`config.mk`:
```
export PLATFORM = sky130hd
export DESIGN_NAME = s2c_call_sequencer_flat
export DESIGN_NICKNAME = d
export VERILOG_FILES = /design/src/rtl/s2c_pkg.sv /design/src/rtl/s2c_call_sequencer_if.sv /design/src/rtl/s2c_rr_arbiter.sv /design/src/rtl/s2c_call_sequencer.sv /design/src/flat_wrapper.sv
export SDC_FILE = /design/constraint.sdc
export NUM_CORES = 1
export LEC_CHECK = 0
export ABC_CLOCK_PERIOD_IN_PS = 3010
export CAP_MARGIN = 20
export CORE_AREA = 2 2 551 553
export CTS_CLUSTER_DIAMETER = 40
export DETAILED_ROUTE_END_ITERATION = 16
export DIE_AREA = 0 0 553 555
export GPL_TIMING_DRIVEN = 0
export HOLD_SLACK_MARGIN = 0.12
export PLACE_DENSITY = 0.3
export SYNTH_ARGS = -nofsm -noshare
export SYNTH_HDL_FRONTEND = slang
export SYNTH_SLANG_ARGS = --single-unit
```
`constraint.sdc`:
```
create_clock -name clk -period 3.01 [get_ports clk]
set_clock_uncertainty 0.05 [all_clocks]
set_input_delay 0.602 -clock clk [delete_from_list [all_inputs] [get_ports clk]]
set_output_delay 0.602 -clock clk [all_outputs]
set_load 0.05 [all_outputs]
```
`src/rtl/s2c_pkg.sv`:
```
// Shared constants and types for the s2c function-call sequencer.
package s2c_pkg;

  // Number of 32-bit data words returned with every call.
  localparam int S2C_DATA_SIZE = 16;

  // Function codes carried on req_fn / cmd_fn.
  localparam logic [31:0] FN_SETUP     = 32'd0;
  localparam logic [31:0] FN_CALL      = 32'd1;
  localparam logic [31:0] FN_CHECK_END = 32'd2;

  // Return code substituted when the bridge never answers.
  localparam logic [31:0] RET_TIMEOUT  = 32'hFFFF_FFFF;

  // Call lifecycle: pick a requester, present the call, wait, hand back.
  typedef enum logic [1:0] {
    IDLE  = 2'd0,
    ISSUE = 2'd1,
    WAIT  = 2'd2,
    RESP  = 2'd3
  } s2c_state_e;

  // One-hot vector with a single bit set at position idx.
  function automatic logic [7:0] onehot8(input int unsigned idx);
    logic [7:0] v;
    v = '0;
    v[idx[2:0]] = 1'b1;
    return v;
  endfunction

endpackage

```
`src/rtl/s2c_call_sequencer_if.sv`:
```
// Bundle of requester-side, bridge-side and status signals of the sequencer.
//
// Handshake rule for every valid/ready pair in this bundle: a transfer happens
// on a rising clk edge where both valid and ready are 1. The valid side holds
// valid and its payload unchanged until that edge and never waits on ready
// before raising valid. done_valid is the exception: a bare one-cycle pulse
// with no ready.
//
// The sequencer connects through modport slave; the agents/bridge side that
// drives requests and completions uses modport master.
interface s2c_call_sequencer_if
  import s2c_pkg::*;
#(
  parameter int N_REQ     = 4,
  parameter int DATA_SIZE = S2C_DATA_SIZE
) ();

  // Requester side
  logic [N_REQ-1:0]        req_valid;
  logic [N_REQ-1:0]        req_ready;
  logic [N_REQ*32-1:0]     req_id;
  logic [N_REQ*32-1:0]     req_fn;
  logic [N_REQ-1:0]        rsp_valid;
  logic [N_REQ-1:0]        rsp_ready;
  logic [31:0]             rsp_ret;
  logic [32*DATA_SIZE-1:0] rsp_data;

  // Bridge side
  logic                    cmd_valid;
  logic                    cmd_ready;
  logic [31:0]             cmd_id;
  logic [31:0]             cmd_fn;
  logic                    done_valid;
  logic [31:0]             done_ret;
  logic [32*DATA_SIZE-1:0] done_data;

  // Status and debug
  logic                    busy;
  logic                    err_timeout;
  logic                    err_stray;
  s2c_state_e              dbg_state;

  modport slave (
    input  req_valid, req_id, req_fn, rsp_ready,
    input  cmd_ready, done_valid, done_ret, done_data,
    output req_ready, rsp_valid, rsp_ret, rsp_data,
    output cmd_valid, cmd_id, cmd_fn,
    output busy, err_timeout, err_stray, dbg_state
  );

  modport master (
    output req_valid, req_id, req_fn, rsp_ready,
    output cmd_ready, done_valid, done_ret, done_data,
    input  req_ready, rsp_valid, rsp_ret, rsp_data,
    input  cmd_valid, cmd_id, cmd_fn,
    input  busy, err_timeout, err_stray, dbg_state
  );

endinterface

```
`src/rtl/s2c_rr_arbiter.sv`:
```
// Combinational round-robin pick: first requester at or after the pointer,
// wrapping around. The pointer register is owned by the caller.
module s2c_rr_arbiter #(
  parameter int N_REQ = 4,
  parameter int IDX_W = (N_REQ > 1) ? $clog2(N_REQ) : 1
) (
  input  logic [N_REQ-1:0] i_req,
  input  logic [IDX_W-1:0] i_ptr,
  output logic [N_REQ-1:0] o_grant,
  output logic [IDX_W-1:0] o_idx,
  output logic             o_any
);

  // Scan from the farthest offset down to the pointer so the closest valid
  // requester is the last one written and therefore wins.
  always_comb begin
    o_idx   = '0;
    o_grant = '0;
    o_any   = |i_req;
    for (int off = N_REQ - 1; off >= 0; off--) begin
      if (i_req[(int'(i_ptr) + off) % N_REQ]) begin
        o_idx = IDX_W'((int'(i_ptr) + off) % N_REQ);
      end
    end
    if (o_any) begin
      o_grant[o_idx] = 1'b1;
    end
  end

endmodule

```
`src/rtl/s2c_call_sequencer.sv`:
```
// Shares one s2c function-call channel among N_REQ requesters: round-robin
// grant, a single call in flight, response routed back to the issuer, and an
// optional per-call timeout that completes the call with RET_TIMEOUT.
module s2c_call_sequencer
  import s2c_pkg::*;
#(
  parameter int N_REQ       = 4,
  parameter int DATA_SIZE   = S2C_DATA_SIZE,
  parameter int TIMEOUT_CYC = 1024
) (
  input  logic               clk,
  input  logic               rst_n,
  s2c_call_sequencer_if.slave bus
);

  localparam int   IDX_W   = (N_REQ > 1) ? $clog2(N_REQ) : 1;
  localparam int   CNT_W   = (TIMEOUT_CYC > 1) ? $clog2(TIMEOUT_CYC) : 1;
  localparam int   TO_LAST = (TIMEOUT_CYC > 0) ? TIMEOUT_CYC - 1 : 0;
  localparam logic TO_EN   = (TIMEOUT_CYC > 0);

  // State and datapath registers
  s2c_state_e              r_state;
  logic [IDX_W-1:0]        r_ptr;
  logic [N_REQ-1:0]        r_grant;
  logic [N_REQ-1:0]        r_req_ready;
  logic [31:0]             r_id;
  logic [31:0]             r_fn;
  logic                    r_cmd_valid;
  logic [CNT_W-1:0]        r_cnt;
  logic [N_REQ-1:0]        r_rsp_valid;
  logic [31:0]             r_rsp_ret;
  logic [32*DATA_SIZE-1:0] r_rsp_data;
  logic                    r_err_timeout;
  logic                    r_err_stray;

  // Arbiter result and FSM decode
  logic [N_REQ-1:0]        w_grant;
  logic [IDX_W-1:0]        w_idx;
  logic                    w_any;
  logic [IDX_W-1:0]        w_ptr_nxt;
  logic                    w_cnt_last;
  s2c_state_e              w_state_nxt;
  logic                    w_take_req;
  logic                    w_cmd_fire;
  logic                    w_take_done;
  logic                    w_take_timeout;
  logic                    w_rsp_fire;

  s2c_rr_arbiter #(
    .N_REQ (N_REQ),
    .IDX_W (IDX_W)
  ) u_arb (
    .i_req   (bus.req_valid),
    .i_ptr   (r_ptr),
    .o_grant (w_grant),
    .o_idx   (w_idx),
    .o_any   (w_any)
  );

  // After a grant, the requester just served drops to lowest priority.
  assign w_ptr_nxt  = (w_idx == IDX_W'(N_REQ - 1)) ? '0 : w_idx + 1'b1;

  // Last allowed WAIT cycle; never true when the timeout is disabled.
  assign w_cnt_last = TO_EN && (r_cnt == CNT_W'(TO_LAST));

  // FSM state register.
  always_ff @(posedge clk) begin
    if (!rst_n) begin
      r_state <= IDLE;
    end else begin
      r_state <= w_state_nxt;
    end
  end

  // Next-state decode and the single-cycle strobes that steer the datapath.
  always_comb begin
    w_state_nxt    = r_state;
    w_take_req     = 1'b0;
    w_cmd_fire     = 1'b0;
    w_take_done    = 1'b0;
    w_take_timeout = 1'b0;
    w_rsp_fire     = 1'b0;
    case (r_state)
      IDLE: begin
        if (w_any) begin
          w_take_req  = 1'b1;
          w_state_nxt = ISSUE;
        end
      end
      ISSUE: begin
        if (r_cmd_valid && bus.cmd_ready) begin
          w_cmd_fire  = 1'b1;
          w_state_nxt = WAIT;
        end
      end
      WAIT: begin
        // A real completion beats a timeout that expires on the same cycle.
        if (bus.done_valid) begin
          w_take_done = 1'b1;
          w_state_nxt = RESP;
        end else if (w_cnt_last) begin
          w_take_timeout = 1'b1;
          w_state_nxt    = RESP;
        end
      end
      RESP: begin
        // Only the granted requester's rsp_ready can retire the response.
        if (|(r_rsp_valid & bus.rsp_ready)) begin
          w_rsp_fire  = 1'b1;
          w_state_nxt = IDLE;
        end
      end
      default: begin
        w_state_nxt = IDLE;
      end
    endcase
  end

  // Grant capture, round-robin pointer and the one-cycle req_ready pulse.
  always_ff @(posedge clk) begin
    if (!rst_n) begin
      r_ptr       <= '0;
      r_grant     <= '0;
      r_req_ready <= '0;
      r_id        <= '0;
      r_fn        <= '0;
    end else begin
      r_req_ready <= '0;
      if (w_take_req) begin
        r_ptr       <= w_ptr_nxt;
        r_grant     <= w_grant;
        r_req_ready <= w_grant;
        r_id        <= bus.req_id[32*int'(w_idx) +: 32];
        r_fn        <= bus.req_fn[32*int'(w_idx) +: 32];
      end
    end
  end

  // Present the call once the requester handshake has completed, hold it until
  // the bridge accepts, then count WAIT cycles for the timeout.
  always_ff @(posedge clk) begin
    if (!rst_n) begin
      r_cmd_valid <= 1'b0;
      r_cnt       <= '0;
    end else begin
      if (r_state == ISSUE && |r_req_ready) begin
        r_cmd_valid <= 1'b1;
      end
      if (w_cmd_fire) begin
        r_cmd_valid <= 1'b0;
        r_cnt       <= '0;
      end else if (r_state == WAIT && !bus.done_valid && !w_cnt_last) begin
        r_cnt <= r_cnt + 1'b1;
      end
    end
  end

  // Response registers, routed to the issuer and held until it consumes them.
  always_ff @(posedge clk) begin
    if (!rst_n) begin
      r_rsp_valid   <= '0;
      r_rsp_ret     <= '0;
      r_rsp_data    <= '0;
      r_err_timeout <= 1'b0;
    end else begin
      r_err_timeout <= 1'b0;
      if (w_take_done) begin
        r_rsp_valid <= r_grant;
        r_rsp_ret   <= bus.done_ret;
        r_rsp_data  <= bus.done_data;
      end else if (w_take_timeout) begin
        r_rsp_valid   <= r_grant;
        r_rsp_ret     <= RET_TIMEOUT;
        r_rsp_data    <= '0;
        r_err_timeout <= 1'b1;
      end else if (w_rsp_fire) begin
        r_rsp_valid <= '0;
      end
    end
  end

  // A completion arriving when no call is waiting is dropped and flagged.
  always_ff @(posedge clk) begin
    if (!rst_n) begin
      r_err_stray <= 1'b0;
    end else begin
      r_err_stray <= bus.done_valid && (r_state != WAIT);
    end
  end

  assign bus.req_ready   = r_req_ready;
  assign bus.rsp_valid   = r_rsp_valid;
  assign bus.rsp_ret     = r_rsp_ret;
  assign bus.rsp_data    = r_rsp_data;
  assign bus.cmd_valid   = r_cmd_valid;
  assign bus.cmd_id      = r_id;
  assign bus.cmd_fn      = r_fn;
  assign bus.busy        = (r_state != IDLE);
  assign bus.err_timeout = r_err_timeout;
  assign bus.err_stray   = r_err_stray;
  assign bus.dbg_state   = r_state;

endmodule
```
`src/flat_wrapper.sv`:
```
// flat-port wrapper written by rule: the top's interface ports become plain ports
module s2c_call_sequencer_flat import s2c_pkg::*;
#(
  parameter int N_REQ       = 4,
  parameter int DATA_SIZE   = S2C_DATA_SIZE,
  parameter int TIMEOUT_CYC = 1024
)
  (clk, rst_n, bus_req_valid, bus_req_id, bus_req_fn, bus_rsp_ready, bus_cmd_ready, bus_done_valid, bus_done_ret, bus_done_data, bus_req_ready, bus_rsp_valid, bus_rsp_ret, bus_rsp_data, bus_cmd_valid, bus_cmd_id, bus_cmd_fn, bus_busy, bus_err_timeout, bus_err_stray, bus_dbg_state);
  s2c_call_sequencer_if #(.N_REQ(N_REQ), .DATA_SIZE(DATA_SIZE)) bus_i ();
  input  logic clk;
  input  logic rst_n;
  input wire logic [$bits(bus_i.req_valid)-1:0] bus_req_valid;
  input wire logic [$bits(bus_i.req_id)-1:0] bus_req_id;
  input wire logic [$bits(bus_i.req_fn)-1:0] bus_req_fn;
  input wire logic [$bits(bus_i.rsp_ready)-1:0] bus_rsp_ready;
  input wire logic [$bits(bus_i.cmd_ready)-1:0] bus_cmd_ready;
  input wire logic [$bits(bus_i.done_valid)-1:0] bus_done_valid;
  input wire logic [$bits(bus_i.done_ret)-1:0] bus_done_ret;
  input wire logic [$bits(bus_i.done_data)-1:0] bus_done_data;
  output wire logic [$bits(bus_i.req_ready)-1:0] bus_req_ready;
  output wire logic [$bits(bus_i.rsp_valid)-1:0] bus_rsp_valid;
  output wire logic [$bits(bus_i.rsp_ret)-1:0] bus_rsp_ret;
  output wire logic [$bits(bus_i.rsp_data)-1:0] bus_rsp_data;
  output wire logic [$bits(bus_i.cmd_valid)-1:0] bus_cmd_valid;
  output wire logic [$bits(bus_i.cmd_id)-1:0] bus_cmd_id;
  output wire logic [$bits(bus_i.cmd_fn)-1:0] bus_cmd_fn;
  output wire logic [$bits(bus_i.busy)-1:0] bus_busy;
  output wire logic [$bits(bus_i.err_timeout)-1:0] bus_err_timeout;
  output wire logic [$bits(bus_i.err_stray)-1:0] bus_err_stray;
  output wire logic [$bits(bus_i.dbg_state)-1:0] bus_dbg_state;
  assign bus_i.req_valid = bus_req_valid;
  assign bus_i.req_id = bus_req_id;
  assign bus_i.req_fn = bus_req_fn;
  assign bus_i.rsp_ready = bus_rsp_ready;
  assign bus_i.cmd_ready = bus_cmd_ready;
  assign bus_i.done_valid = bus_done_valid;
  assign bus_i.done_ret = bus_done_ret;
  assign bus_i.done_data = bus_done_data;
  assign bus_req_ready = bus_i.req_ready;
  assign bus_rsp_valid = bus_i.rsp_valid;
  assign bus_rsp_ret = bus_i.rsp_ret;
  assign bus_rsp_data = bus_i.rsp_data;
  assign bus_cmd_valid = bus_i.cmd_valid;
  assign bus_cmd_id = bus_i.cmd_id;
  assign bus_cmd_fn = bus_i.cmd_fn;
  assign bus_busy = bus_i.busy;
  assign bus_err_timeout = bus_i.err_timeout;
  assign bus_err_stray = bus_i.err_stray;
  assign bus_dbg_state = bus_i.dbg_state;
  s2c_call_sequencer #(.N_REQ(N_REQ), .DATA_SIZE(DATA_SIZE), .TIMEOUT_CYC(TIMEOUT_CYC)) u_core (.clk(clk), .rst_n(rst_n), .bus(bus_i));
endmodule
```
==> report_table.html <==
<table>
<tr><th>Metric</th><th>Value</th></tr>
<tr><th colspan="2">Run status</th></tr>
<tr><td>Outcome</td><td>completed</td></tr>
<tr><th colspan="2">Clock tree</th></tr>
<tr><td>Clock root buffer</td><td>sky130_fd_sc_hd__clkbuf_16</td></tr>
<tr><td>Number of clock sinks</td><td>about 640</td></tr>
<tr><td>Count of hold-fix buffers inserted at cts</td><td>0</td></tr>
<tr><td>Clock buffer count from CTS</td><td>182</td></tr>
<tr><td>Maximum clock path buffer count</td><td>4</td></tr>
<tr><td>H-tree depth</td><td>4</td></tr>
<tr><td>Clk slew on worst S/H paths</td><td>0.05 ns</td></tr>
<tr><td>TritonCTS clock tree</td><td>built</td></tr>
<tr><td>Clock insertion delay at the later pin of the skew report</td><td>0.79 ns</td></tr>
<tr><th colspan="2">Synth</th></tr>
<tr><td>Dominant synthesized flop cell</td><td>sky130_fd_sc_hd__dfxtp_1</td></tr>
<tr><td>Cells after synthesis</td><td>1,893</td></tr>
<tr><td>#FFs+latches synth</td><td>637</td></tr>
<tr><td>Average size of a mapped cell</td><td>11.8 um2</td></tr>
<tr><td>Post-synthesis sequential area ratio</td><td>0.571</td></tr>
<tr><td>Top cell type by total area after synthesis</td><td>sky130_fd_sc_hd__dfxtp_1</td></tr>
<tr><td>Yosys synthesis warning count</td><td>0</td></tr>
<tr><td>Most frequent cell after synthesis</td><td>sky130_fd_sc_hd__dfxtp_1</td></tr>
<tr><td>Share of the synthesized area in the top cell type</td><td>0.571</td></tr>
<tr><td>Total standard cell area after synthesis</td><td>between 20,000 and 25,000 um2</td></tr>
<tr><td>Number of synthesized flops with an enable pin</td><td>0</td></tr>
<tr><td>Post-synth net total</td><td>2,712</td></tr>
<tr><td>Biggest area contributors in the synthesized netlist</td><td>sky130_fd_sc_hd__dfxtp_1, sky130_fd_sc_hd__a22o_1, sky130_fd_sc_hd__mux2i_1, sky130_fd_sc_hd__buf_6, sky130_fd_sc_hd__a21boi_0</td></tr>
<tr><td>Number of distinct library cells after synthesis</td><td>54</td></tr>
<tr><td>Most common library cells after synthesis</td><td>sky130_fd_sc_hd__dfxtp_1, sky130_fd_sc_hd__a22o_1, sky130_fd_sc_hd__clkbuf_1</td></tr>
<tr><td>Proportion of synthesized flip-flops having asynchronous set or reset</td><td>0</td></tr>
<tr><th colspan="2">Routing</th></tr>
<tr><td>Total via count after detailed routing</td><td>between 20,000 and 25,000</td></tr>
<tr><td>Routed length per instance</td><td>27.9 um</td></tr>
<tr><td>Drt first-iter violations</td><td>1,192</td></tr>
<tr><td>Via-to-Cell Ratio</td><td>3.11</td></tr>
<tr><td>DRT Pass-1 Iters</td><td>5</td></tr>
<tr><td>Antenna-violating nets left</td><td>0</td></tr>
<tr><td>Total Wirelength</td><td>roughly 210,000 um</td></tr>
<tr><td>DRC violation count after routing</td><td>0</td></tr>
<tr><th colspan="2">Global routing</th></tr>
<tr><td>Via count of the first global-routing pass</td><td>24,900</td></tr>
<tr><td>Global-route total usage across every layer</td><td>0.134</td></tr>
<tr><td>Initial antenna violation count</td><td>102</td></tr>
<tr><td>Overflow left after global routing</td><td>0</td></tr>
<tr><td>Maximum number of pins on one net before global-route repair</td><td>15</td></tr>
<tr><td>First-pass GRT wire length</td><td>~270,000 um</td></tr>
<tr><th colspan="2">Critical path</th></tr>
<tr><td>Maximum single-stage delay on the critical path</td><td>0.62 ns</td></tr>
<tr><td>Type of origin of the critical path</td><td>input port</td></tr>
<tr><td>Biggest fanout along the worst timing path</td><td>10</td></tr>
<tr><td>Library cell contributing the largest single delay on the critical path</td><td>sky130_fd_sc_hd__clkdlybuf4s50_1</td></tr>
<tr><td>Data required time of the critical path</td><td>3.62 ns</td></tr>
<tr><td>Data arrival time of the worst path</td><td>~3.6 ns</td></tr>
<tr><td>Length in cells of the worst reg-to-reg path</td><td>7</td></tr>
<tr><td>Startpoint-to-endpoint class of the critical path</td><td>input port to register</td></tr>
<tr><td>Worst R2R Setup Slack</td><td>between 0.2 and 0.3 ns</td></tr>
<tr><td>Worst-path cell chain</td><td>clkdlybuf4s50_1 &gt; nor2b_1 &gt; a211o_2 &gt; buf_2 &gt; clkbuf_2 &gt; a21boi_0 &gt; o21ai_2 &gt; o211ai_2</td></tr>
<tr><td>Critical path endpoint category</td><td>register</td></tr>
<tr><th colspan="2">STA</th></tr>
<tr><td>Portion of the clock cycle consumed by the worst path in the final layout</td><td>0.984</td></tr>
<tr><td>Achievable Freq</td><td>between 300 and 400 MHz</td></tr>
<tr><td>Slew margin rel.</td><td>0.334</td></tr>
<tr><td>Min cycle time layout</td><td>2.96 ns</td></tr>
<tr><td>Setup violations, final</td><td>0</td></tr>
<tr><td>Max-slew violations</td><td>0</td></tr>
<tr><td>Actual transition at the worst max-transition pin</td><td>1.00 ns</td></tr>
<tr><td>Worst hold slack</td><td>around 0.32 ns</td></tr>
<tr><td>Count of final hold-check violations</td><td>0</td></tr>
<tr><td>RSZ-0062 raised after global routing</td><td>false</td></tr>
<tr><th colspan="2">Die</th></tr>
<tr><td>Die Footprint</td><td>slightly above 300,000 um2</td></tr>
<tr><td>Total I/O pin count</td><td>around 1,400</td></tr>
<tr><td>Standard cell core area</td><td>301,000 um2</td></tr>
<tr><td>Die extent in x</td><td>553 um</td></tr>
<tr><td>Initial core utilization</td><td>0.0741</td></tr>
<tr><td>Vertical die dimension</td><td>555 um</td></tr>
<tr><td>Site row count</td><td>202</td></tr>
<tr><th colspan="2">Layout</th></tr>
<tr><td>Post-layout net count</td><td>roughly 4,400</td></tr>
<tr><td>Share of final-layout standard cells stronger than drive strength 1</td><td>0.138</td></tr>
<tr><td>Fraction of the core area covered by cells at the end of the flow</td><td>0.164</td></tr>
<tr><td>Total area of multi-input combinational cells</td><td>8430 um2</td></tr>
<tr><td>Sequential cell area in the final layout</td><td>12,800 um2</td></tr>
<tr><td>Layout-stage area growth over the synthesis result</td><td>121%</td></tr>
<tr><td>Filler cell count in the final layout</td><td>33,600</td></tr>
<tr><th colspan="2">Flow run</th></tr>
<tr><td>Count of max-cap constraint violations</td><td>0</td></tr>
<tr><th colspan="2">Power and ir drop</th></tr>
<tr><td>Leakage</td><td>18.3 nW</td></tr>
<tr><td>Worst vdd rail ir drop</td><td>0.000424 V</td></tr>
<tr><td>Total power of the final layout</td><td>44.1 mW</td></tr>
<tr><td>Power density of the placed cells</td><td>895 nW/um2</td></tr>
<tr><th colspan="2">Placement</th></tr>
<tr><td>Dpl hpwl</td><td>185,000 um</td></tr>
<tr><td>Global placement routability congestion</td><td>between 0.8 and 0.9</td></tr>
<tr><td>Port Buffers</td><td>1,433</td></tr>
<tr><th colspan="2">Hold path</th></tr>
<tr><td>Worst hold path cell count</td><td>2</td></tr>
<tr><td>Min-delay worst type</td><td>input port to register</td></tr>
</table>
==> layout make-up <==
class | count | area share
timing repair buffer | 1467 | 0.307
sequential | 637 | 0.259
multi-input combinational | 1068 | 0.171
clock buffer | 227 | 0.103
tap | 3978 | 0.101
clock inverter | 108 | 0.0341
buffer | 176 | 0.0234
antenna | 19 | 0.000965
inverter | 12 | 0.000914
==> report_power, final <==
part	leakage, nW	switching [mW]	internal (mW)
clock	3.28	6.53	14.9
combinational	9.83	7.94	4.25
sequential	5.16	0.839	9.61
total	18.3	15.3	28.8
==> metal layers <==
metal	share of wire	up-vias	global-route usage
met3	0.12	324	0.0741
met4	0.025	60	0.0325
met1	0.36	11400	0.138
met2	0.49	1415	0.235
met5	0.0018	-	0
li1	-	10700	-
==> flip-flops by register name (all words and copies together), names as in the netlist <==
register and flops:
u_core.bus.rsp_data 512, u_core.bus.cmd_fn 32, u_core.bus.cmd_id 32, u_core.bus.rsp_ret 32, u_core.r_cnt 10, u_core.bus.req_ready 4
u_core.bus.rsp_valid 4, u_core.r_grant 4, u_core.bus.dbg_state 2, u_core.r_ptr 2, u_core.bus.cmd_valid 1, u_core.bus.err_stray 1
u_core.bus.err_timeout 1
==> per-stage QoR <==
stage	area (um2)	worst slack, ns	instances	TNS (ns)
6_report	49300	0.0488	7692	0
5_1_grt	49200	0.00292	7675	0
4_1_cts	49200	0.000332	7671	0
3_5_place_dp	42400	-1.37	7333	-345.34
3_3_place_gp	41600	-2.11	7304	-857.94
2_1_floorplan	22300	0.752	1893	0
==> placed cells by master (no fill, tap or decap), drive strengths merged, types with 3 or more instances in the layout <==
master / n
clkinv: 48
nor2b: 3
a21boi: 62
a21oi: 24
o221a: 15
nand2: 84
dlymetal6s2s: 8
clkbuf: 313
diode: 19
nor3: 5
and3: 63
nand3: 20
o211ai: 64
dfxtp: 637
ha: 7
xnor2: 5
bufinv: 35
a22o: 512
nor2: 24
dlygate4sd2: 25
clkinvlp: 19
clkdlybuf4s50: 1398
o21ai: 69
inv: 18
mux2i: 82
buf: 125
==> repair_timing <==
action                     CTS  global route
setup endpoints to repair  404            18
cloned                       0             0
setup buffers                3             2
pin swaps                    1             1
resized for setup           48            19
==> logic make-up after synthesis <==
family          synth area share
flops                      0.571
buf+inv                   0.0529
compound gates             0.283
fa+ha+maj                0.00392
xor+xnor                 0.00235
mux                       0.0368
simple gates              0.0498
==> critical path: cells and delay by family <==
| family | cells | cell delay, ns |
|---|---|---|
| AOI/OAI and AO/OA | 4 | 1.29 |
| buffers and inverters | 3 | 1.38 |
| and+or+nand+nor | 1 | 0.28 |
==> final timing paths <==
| check | from | end |
|---|---|---|
| min | bus_done_data[133] | u_core.bus.rsp_data[133] |
| max reg2reg | u_core.r_ptr[0] | u_core.bus.cmd_id[5] |
| max | bus_req_valid[2] | u_core.bus.cmd_id[5] |
| min reg2reg | u_core.r_grant[2] | u_core.r_grant[2] |
(Power assumes the default switching activity.)
==> variant, RTL diff (config.mk and constraints unchanged) <==
Reset style: asynchronous (`rst_n`), changed in 5 clocked blocks.
--- a/src/rtl/s2c_call_sequencer.sv
+++ b/src/rtl/s2c_call_sequencer.sv
@@ -65,5 +65,5 @@
 
   // FSM state register.
-  always_ff @(posedge clk) begin
+  always_ff @(posedge clk or negedge rst_n) begin
     if (!rst_n) begin
       r_state <= IDLE;
@@ -118,5 +118,5 @@
 
   // Grant capture, round-robin pointer and the one-cycle req_ready pulse.
-  always_ff @(posedge clk) begin
+  always_ff @(posedge clk or negedge rst_n) begin
     if (!rst_n) begin
       r_ptr       <= '0;
@@ -139,5 +139,5 @@
   // Present the call once the requester handshake has completed, hold it until
   // the bridge accepts, then count WAIT cycles for the timeout.
-  always_ff @(posedge clk) begin
+  always_ff @(posedge clk or negedge rst_n) begin
     if (!rst_n) begin
       r_cmd_valid <= 1'b0;
@@ -157,5 +157,5 @@
 
   // Response registers, routed to the issuer and held until it consumes them.
-  always_ff @(posedge clk) begin
+  always_ff @(posedge clk or negedge rst_n) begin
     if (!rst_n) begin
       r_rsp_valid   <= '0;
@@ -181,5 +181,5 @@
 
   // A completion arriving when no call is waiting is dropped and flagged.
-  always_ff @(posedge clk) begin
+  always_ff @(posedge clk or negedge rst_n) begin
     if (!rst_n) begin
       r_err_stray <= 1'b0;
Check against the original RTL: not settled (the Yosys comparison gave no result); the edit may change what the design does.
==> variant against the original RTL <==
  * Core utilization rose by 0.42 points
  * Sequential cell count is the same
  * Worst setup slack better by 0.00073 ns
  * Largest cell class is now sequential cells
  * Design area up 2.6%
  * Count of clock-buffer cells in the layout grew 6
  * Area after synthesis rose by 9.8%
  * Routed wire length rose by 2.7%
Power is not compared: it rests on default switching activity, and its combinational part moved more than twofold at a synthesized area within 25%.
==> variant: results (changes against the original RTL) <==
| Metric | Value |
|---|---|
| Inserted Clock Buffers | `183 (+0.55%)` |
| Crit-path max cell delay | `1.10 ns (+0.48 ns)` |
| Post-synthesis adder-cell area fraction | `0.003063 (-0.0008614)` |
| Clock Latency Late Sink | `0.81 ns (+0.02 ns)` |
| Top cells by count, synth | `dfrtp_1, a22o_1, mux2i_1` |
| Area of the multi-input gates | `7594 µm² (-9.9%)` |
| Vias in the first global route | `25.33k (+1.7%)` |
| Least-Margin Pin Slew | `1.073 ns (+0.07020 ns)` |
| Largest net degree at the start of global routing | `105 (+90)` |
| Dpl cells | `7171 (-2.2%)` |
| Sequential fraction of the synthesis area | `0.6503 (+0.07897)` |
| Synth async-reset ratio | `1.000 (+1.000)` |
| CP max FO | `2 (-8)` |
| Share of layout cells above drive strength 1 | `0.1199 (-0.01817)` |
| Top post-synthesis cells by area | `dfrtp_1, a22o_1, mux2i_1, o221ai_1, buf_6` |
| Placed cell area | `44130 µm² (+4.1%)` |
| Pre-CTS setup slack | `-0.8748 ns (+0.4995 ns)` |
| Cell variety after synth | `42 (-22%)` |
| Non-filler cells, final | `7508 (-2.4%)` |
| Outcome | `finished clean` |
| Mux share of post-synthesis cell area | `0.05314 (+0.01636)` |
| Vias/cell | `3.144 (+1.1%)` |
| First-pass GRT wire length | `278900 µm (+3.0%)` |
| Post-Synth XOR/XNOR Area | `0.002501 (+0.0001468)` |
| Gpl congestion | `0.8996 (+3.5%)` |
| H-tree depth | `4 (unchanged)` |
| Syn nets | `2565 (-5.4%)` |
| Fill cells | `33.26k (-0.97%)` |
| Compound-Gate Fraction of Synth Area | `0.2174 (-0.06547)` |
| Worst path arrival time | `2.31 ns (-1.26 ns)` |
| Synth Instances | `1747 (-7.7%)` |
| Detailed Place HPWL | `186200 µm (+0.43%)` |
| EDFF count, synth | `0 (unchanged)` |
| Total global-route track usage | `0.1384 (+0.004161)` |
| Starting DRC count in detailed routing | `1368 (+15%)` |
| Post-CTS Setup Bufs | `0 (-3)` |
| WL/cell | `29.32 µm (+5.2%)` |
| Initial antenna violation count | `89 (-13%)` |
## variant: changes by cell type in the layout (fill, tap and decap cells not counted), moves of 51 or more
cell             delta
a21boi_0           -62
and3_1             -60
clkdlybuf4s50_1    -51
dfrtp_1           +637
dfxtp_1           -637
o221ai_1           +64
## variant: cell families (layout without fill, tap and decap cells)
family,Yosys count,in the layout
buffers and inverters,167,1941
AOI/OAI and AO/OA,612,612
muxes,130,130
other,0,9
xor gates and xnor gates,7,7
DFF,637,637
and+or+nand+nor,188,188
adders and majority gates,6,6
## variant: cell type report
cell class	count	area share
Sequential cell	637	0.3153
Timing Repair Buffer	1447	0.2886
Multi-Input combinational cell	943	0.1502
Clock buffer	233	0.09964
Tap cell	3978	0.09845
Clock inverter	95	0.02720
Buffer	158	0.01958
Inverter	8	0.0005940
Antenna cell	9	0.0004455
## variant: timing repair
item | in CTS | in global routing
hold buffers | 1 | 0
resized for setup | 90 | 22
hold endpoints to repair | 76 | 0
setup endpoints to repair | 512 | 193
## variant: worst paths after layout
| kind | startpoint | to | slack (ns) | depth (start not counted) |
|---|---|---|---|---|
| worst max register to register | u_core.bus.dbg_state[0]$_DFFE_PN0P_ | u_core.bus.rsp_data[100]$_DFFE_PN0P_ | 0.27 | 8 |
| max in group asynchronous | rst_n | u_core.bus.rsp_data[291]$_DFFE_PN0P_ | 0.31 | 5 |
| worst min register to register | u_core.r_grant[0]$_DFFE_PN0P_ | u_core.bus.rsp_valid[0]$_DFFE_PN0P_ | 0.42 | 2 |
| worst min-delay path | bus_done_data[329] | u_core.bus.rsp_data[329]$_DFFE_PN0P_ | 0.31 | 2 |
| min in group asynchronous | rst_n | u_core.bus.rsp_ret[8]$_DFFE_PN0P_ | 0.35 | 2 |
| worst max-delay path | u_core.bus.rsp_data[183]$_DFFE_PN0P_ | bus_rsp_data[183] | 0.05 | 1 |
## variant: routing by layer
layer | track usage | wire [µm]
met1 | 0.1435 | 78970
met2 | 0.2327 | 104300
met3 | 0.08857 | 31430
met4 | 0.03110 | 5075
met5 | 0 | 384
## variant: power by group through the flow
| stage | sequential, mW | clock [mW] | combinational (mW) |
|---|---|---|---|
| 6_report | 15.3 | 20.5 | 35.8 |
| 3_3_place_gp | 15.4 | 0 | 36.8 |
| 4_1_cts | 15.3 | 21.1 | 36.7 |
| 5_1_grt | 15.8 | 21.5 | 37.6 |
| 3_5_place_dp | 15.4 | 0 | 36.8 |
| 2_1_floorplan | 28.0 | 0 | 6.68 |
